==> src/rtl/fpu_issue_sched.sv <==
// Launches one multi-cycle FPU op at a time, counts its fixed latency and arbitrates the shared RF write port.
// Result is granted at issue+L+1 at the earliest; the ALU is preempted after MAX_WAIT denied cycles; decode stalls on busy/RAW/WAW.
module fpu_issue_sched #(
  parameter int ADD_LAT  = 3,
  parameter int MUL_LAT  = 4,
  parameter int DIV_LAT  = 16,
  parameter int MISC_LAT = 1,
  parameter int MAX_WAIT = 2
) (
  input  logic       clk,
  input  logic       rst,
  input  logic       id_valid,
  input  logic       id_alu_fpu,
  input  logic       id_reg_write,
  input  logic [4:0] id_rd,
  input  logic [4:0] id_rs1,
  input  logic [4:0] id_rs2,
  input  logic [4:0] id_funct5,
  input  logic       flush,
  input  logic       alu_wb_valid,
  output logic       stall,
  output logic       fpu_start,
  output logic       fpu_capture,
  output logic       fpu_kill,
  output logic       wb_fpu_valid,
  output logic [4:0] wb_fpu_rd,
  output logic       alu_wb_hold,
  output logic       busy
);

  typedef enum logic [1:0] {IDLE, BUSY, WB} state_t;

  state_t     state_q, state_d;
  logic [4:0] pend_rd_q, pend_rd_d;
  logic [4:0] cnt_q, cnt_d;
  logic [3:0] wait_cnt_q, wait_cnt_d;
  logic [4:0] lat_m1;
  logic       hazard;

  always_comb begin
    case (id_funct5)
      5'b00000, 5'b00001: lat_m1 = 5'(ADD_LAT - 1);
      5'b00010:           lat_m1 = 5'(MUL_LAT - 1);
      5'b00011:           lat_m1 = 5'(DIV_LAT - 1);
      default:            lat_m1 = 5'(MISC_LAT - 1);
    endcase
  end

  // x0 is never a real dependency, so a pending rd of 0 never stalls decode
  assign hazard = (state_q != IDLE) && (pend_rd_q != 5'd0) &&
                  ((id_rs1 == pend_rd_q) || (id_rs2 == pend_rd_q) ||
                   (id_reg_write && (id_rd == pend_rd_q)));
  assign stall  = id_valid && ((id_alu_fpu && (state_q != IDLE)) || hazard);
  assign busy   = (state_q != IDLE);

  always_comb begin
    state_d      = state_q;
    pend_rd_d    = pend_rd_q;
    cnt_d        = cnt_q;
    wait_cnt_d   = wait_cnt_q;
    fpu_start    = 1'b0;
    fpu_capture  = 1'b0;
    fpu_kill     = 1'b0;
    wb_fpu_valid = 1'b0;
    alu_wb_hold  = 1'b0;
    wb_fpu_rd    = 5'd0;

    case (state_q)
      IDLE: begin
        if (id_valid && id_alu_fpu && !flush) begin
          fpu_start = 1'b1;
          pend_rd_d = id_rd;
          cnt_d     = lat_m1;
          state_d   = BUSY;
        end
      end
      BUSY: begin
        if (flush) begin
          fpu_kill = 1'b1;
          state_d  = IDLE;
        end else if (cnt_q == 5'd0) begin
          fpu_capture = 1'b1;
          wait_cnt_d  = 4'd0;
          state_d     = WB;
        end else begin
          cnt_d = cnt_q - 5'd1;
        end
      end
      WB: begin
        if (flush) begin
          fpu_kill = 1'b1;
          state_d  = IDLE;
        end else if (pend_rd_q == 5'd0) begin
          state_d = IDLE;
        end else if (!alu_wb_valid) begin
          wb_fpu_valid = 1'b1;
          state_d      = IDLE;
        end else if (wait_cnt_q == 4'(MAX_WAIT)) begin
          wb_fpu_valid = 1'b1;
          alu_wb_hold  = 1'b1;
          state_d      = IDLE;
        end else begin
          wait_cnt_d = wait_cnt_q + 4'd1;
        end
      end
      default: state_d = IDLE;
    endcase

    if (wb_fpu_valid) wb_fpu_rd = pend_rd_q;

    // reset silently drops any in-flight op; no pulse may escape in that cycle
    if (rst) begin
      fpu_start    = 1'b0;
      fpu_capture  = 1'b0;
      fpu_kill     = 1'b0;
      wb_fpu_valid = 1'b0;
      alu_wb_hold  = 1'b0;
      wb_fpu_rd    = 5'd0;
    end
  end

  always_ff @(posedge clk) begin
    if (rst) begin
      state_q    <= IDLE;
      pend_rd_q  <= 5'd0;
      cnt_q      <= 5'd0;
      wait_cnt_q <= 4'd0;
    end else begin
      state_q    <= state_d;
      pend_rd_q  <= pend_rd_d;
      cnt_q      <= cnt_d;
      wait_cnt_q <= wait_cnt_d;
    end
  end

endmodule

==> config.mk <==
export PLATFORM = sky130hd
export DESIGN_NAME = fpu_issue_sched
export DESIGN_NICKNAME = d
export VERILOG_FILES = /design/src/rtl/fpu_issue_sched.sv
export SDC_FILE = /design/constraint.sdc
export NUM_CORES = 1
export LEC_CHECK = 0
export BUFFER_PORTS_ARGS = -buffer_cell sky130_fd_sc_hd__buf_2
export CORE_ASPECT_RATIO = 0.8
export CORE_MARGIN = 1
export CORE_UTILIZATION = 50
export CTS_CLUSTER_DIAMETER = 60
export DETAILED_ROUTE_END_ITERATION = 10
export PLACE_DENSITY = 0.79
export SETUP_SLACK_MARGIN = 0.4
export SKIP_LAST_GASP = 1
export SYNTH_ARGS = -nofsm -noshare
export SYNTH_HDL_FRONTEND = slang
export SYNTH_SLANG_ARGS = --single-unit
==> constraint.sdc <==
create_clock -name clk -period 4 [get_ports clk]
set_clock_uncertainty 0.2 [all_clocks]
set_input_delay 0.6 -clock clk [delete_from_list [all_inputs] [get_ports clk]]
set_output_delay 0.6 -clock clk [all_outputs]
set_load 0.02 [all_outputs]
==> results_dict.tcl <==
set metrics [dict create \
    crit_slowest_cell "nor4b_2" \
    status "complete, no violations" \
    dpl.hpwl_mm 2.22 \
    hp-class "reg -> reg" \
    numCtsBuffers 3 \
    placed_area_um2 1390 \
    clock-root-buffer "clkbuf_4" \
    vias 1120 \
    max_cap_viol_count 0 \
    fmax_mhz 353 \
    ant_nets 0 \
    dp_cells 204 \
    crit_family "simple AND/OR/NAND/NOR gates" \
    cp.required_ns 3.20 \
    p_leak_nw 0.700 \
    wirelength_mm 2.72 \
    seq_area_frac_synth_pct 26.4 \
    clk_latency_ns 0.29 \
    pin_count 39 \
    synth_seq_cells 16 \
    avgRoutedWirePerCell_um 13.1 \
    post_cts_buffers 0 \
    design_area_um2 1420 \
    grt_max_degree 19 \
    cts_tree "built" \
    postCtsHoldBufs 0 \
    cpPeakStageDelay_ns 0.37 \
    max-clock-path-buffers 2 \
    crit_buf_inv 2 \
    powerDensity_nw_per_um2 448 \
    ctsResizeCount 0 \
    ys_async_sr_fraction_pct 0 \
    crit_chain "inv_1 -> ha_1 -> nor3b_1 -> nand2b_1 -> nor4b_2 -> and2_1 -> buf_2" \
    syn_nets 184 \
    period_share_pct 70.9 \
    row_count 15 \
    globalplace.congestion 0.877 \
    grt_pass1_vias 1024 \
    setup_viol 0 \
    cp_max_fo 6 \
    synth.area.top_cells "dfxtp_1 (26%), xor2_1 (7.2%), ha_1 (6.2%), mux2i_1 (4.9%), nand2_1 (3.7%)" \
    r2r_setup_slack_ns 1.67 \
    first_iter_violations 34 \
    drc_errors 0 \
    overflow 0 \
    synth_edf_count 0 \
    cp-start-kind "register" \
    cts_sinks 16 \
    fin_setup_tns_ns 0 \
    ys_warn_count 0 \
    port_buffers 38 \
    antenna_found_initial 0 \
    cts.clk_slew.worst_paths_ns 0.10 \
    die-height_um 46.1 \
    n_antenna_cell 0 \
    ys_top_cells_by_count "dfxtp_1 (16), nand2_1 (12), nor2_1 (11), xor2_1 (10), inv_1 (8)" \
    syn_area_um2 1210 \
    synth_cell_types 38 \
    drive_above_1_share_pct 27.3 \
    syn_avg_cell_area_um2 8.05 \
    cp-end-kind "primary output" \
    nets 217 \
    post_drt_via_cell_ratio 5.38 \
    rsz0062_at_grt "no" \
    h-tree-depth 1 \
    crit_type "reg -> out" \
    coreArea_um2 2210 \
    slew_violations 0 \
    die-area_um2 2630 \
    synthMostInstantiatedCell "dfxtp_1" \
    syn_inst 151 \
    synth_top_area_share_pct 26.4 \
    die_width_um 57.1 \
    worstPathArrival_ns 2.04 \
    synth-main-ff-cell "dfxtp_1" \
    tightest_slew_ns 0.823 \
    drt_pass1_iterations 4 \
    hold_viol_final 0 \
    period_minus_slack_ns 2.84 \
    initial_core_util_pct 54.9 \
    grt_usage_pct 22.6 \
    stdcell_count 208 \
    grt_first_pass_wirelength_mm 4.45 \
    slew_headroom_pct 45.2 \
    ir_drop_mv 0.275 \
    area_growth_pct 17.0 \
    yosysTopAreaCell "dfxtp_1" \
]
## routing by layer
| metal | track usage [%] | vias up | wire length [um] |
|---|---|---|---|
| li1 | - | 587 | - |
| met1 | 28.5 | 515 | 1310 |
| met2 | 39.5 | 16 | 1290 |
| met3 | 6.18 | 2 | 95 |
| met4 | 4.39 | 0 | 13 |
| met5 | 0 | - | 0 |
## cells in the final DEF, fill, tap and decap left out, types with 2 or more instances in the layout
cell type   n
nand3_1     6
buf_2      38
a21o_1      2
nand2b_1    7
clkbuf_4    3
a221oi_1    2
or3_1       2
a31oi_1     3
nor3_1      4
nor4_1      3
nor4b_2     2
a21oi_1     7
inv_1       8
nor3b_1     4
dfxtp_1    16
xnor2_1     5
xor2_1     10
nor2_1     11
o21ai_0     7
and2_1      5
ha_1        6
mux2i_1     6
nand2_1    12
## power breakdown
part           internal (mW)  total, mW  switching [mW]  leakage (nW)
Combinational          0.134      0.333           0.199         0.550
Sequential             0.180      0.199          0.0195         0.130
Clock                 0.0554      0.104          0.0489        0.0210
## cells by family after synthesis
family	share of synthesized area, %
simple gates	28.3
compound gates	16.7
buf+inv	6.69
flops	26.4
xor+xnor	10.8
mux	4.94
fa+ha+maj	6.18
## flip-flops by register name, indices dropped and copies added, names as in the netlist
signal and cells:
state_q 2, wait_cnt_q 4, cnt_q 5, pend_rd_q 5
## metrics by stage
stage               worst slack, ns  power (mW)  hold WS (ns)  utilization, %
floorplan                      1.25       0.459         0.252               -
global placement               1.41       0.525         0.286            62.5
detailed placement             1.34       0.534         0.292            62.5
CTS                            1.14       0.639         0.308            64.2
global route                   1.00       0.683         0.330            64.2
finish                         1.16       0.636         0.306            64.2
## path summary, 6_finish.rpt
kind / from / to / depth (start not counted)
worst max-delay path: wait_cnt_q[0]$_SDFFE_PP0P_ / wb_fpu_rd[1] / 7
worst max register to register: state_q[1]$_SDFFE_PP0P_ / cnt_q[2]$_SDFFE_PP0P_ / 7
worst min-delay path: state_q[0]$_SDFFE_PP0P_ / state_q[0]$_SDFFE_PP0P_ / 2
worst min register to register: state_q[0]$_SDFFE_PP0P_ / state_q[0]$_SDFFE_PP0P_ / 2
## worst reg2reg max path, cell delays in order (launching register included)
cell and delay, ns:
dfxtp_1 0.32, inv_1 0.10, ha_1 0.38, nand2b_1 0.12, a221oi_1 0.73, o21ai_0 0.20
nand2_1 0.11, a21oi_1 0.07
## cell type report
cell class / instances / area [um^2]
repair buffers: 38 / 190
multi-input cells: 117 / 813
clock buffers: 4 / 36.3
fillers: 208 / 793
inverters: 8 / 30.0
well taps: 25 / 31.3
flip-flops and latches: 16 / 320
Note: power is estimated with default switching activity, not from simulation.
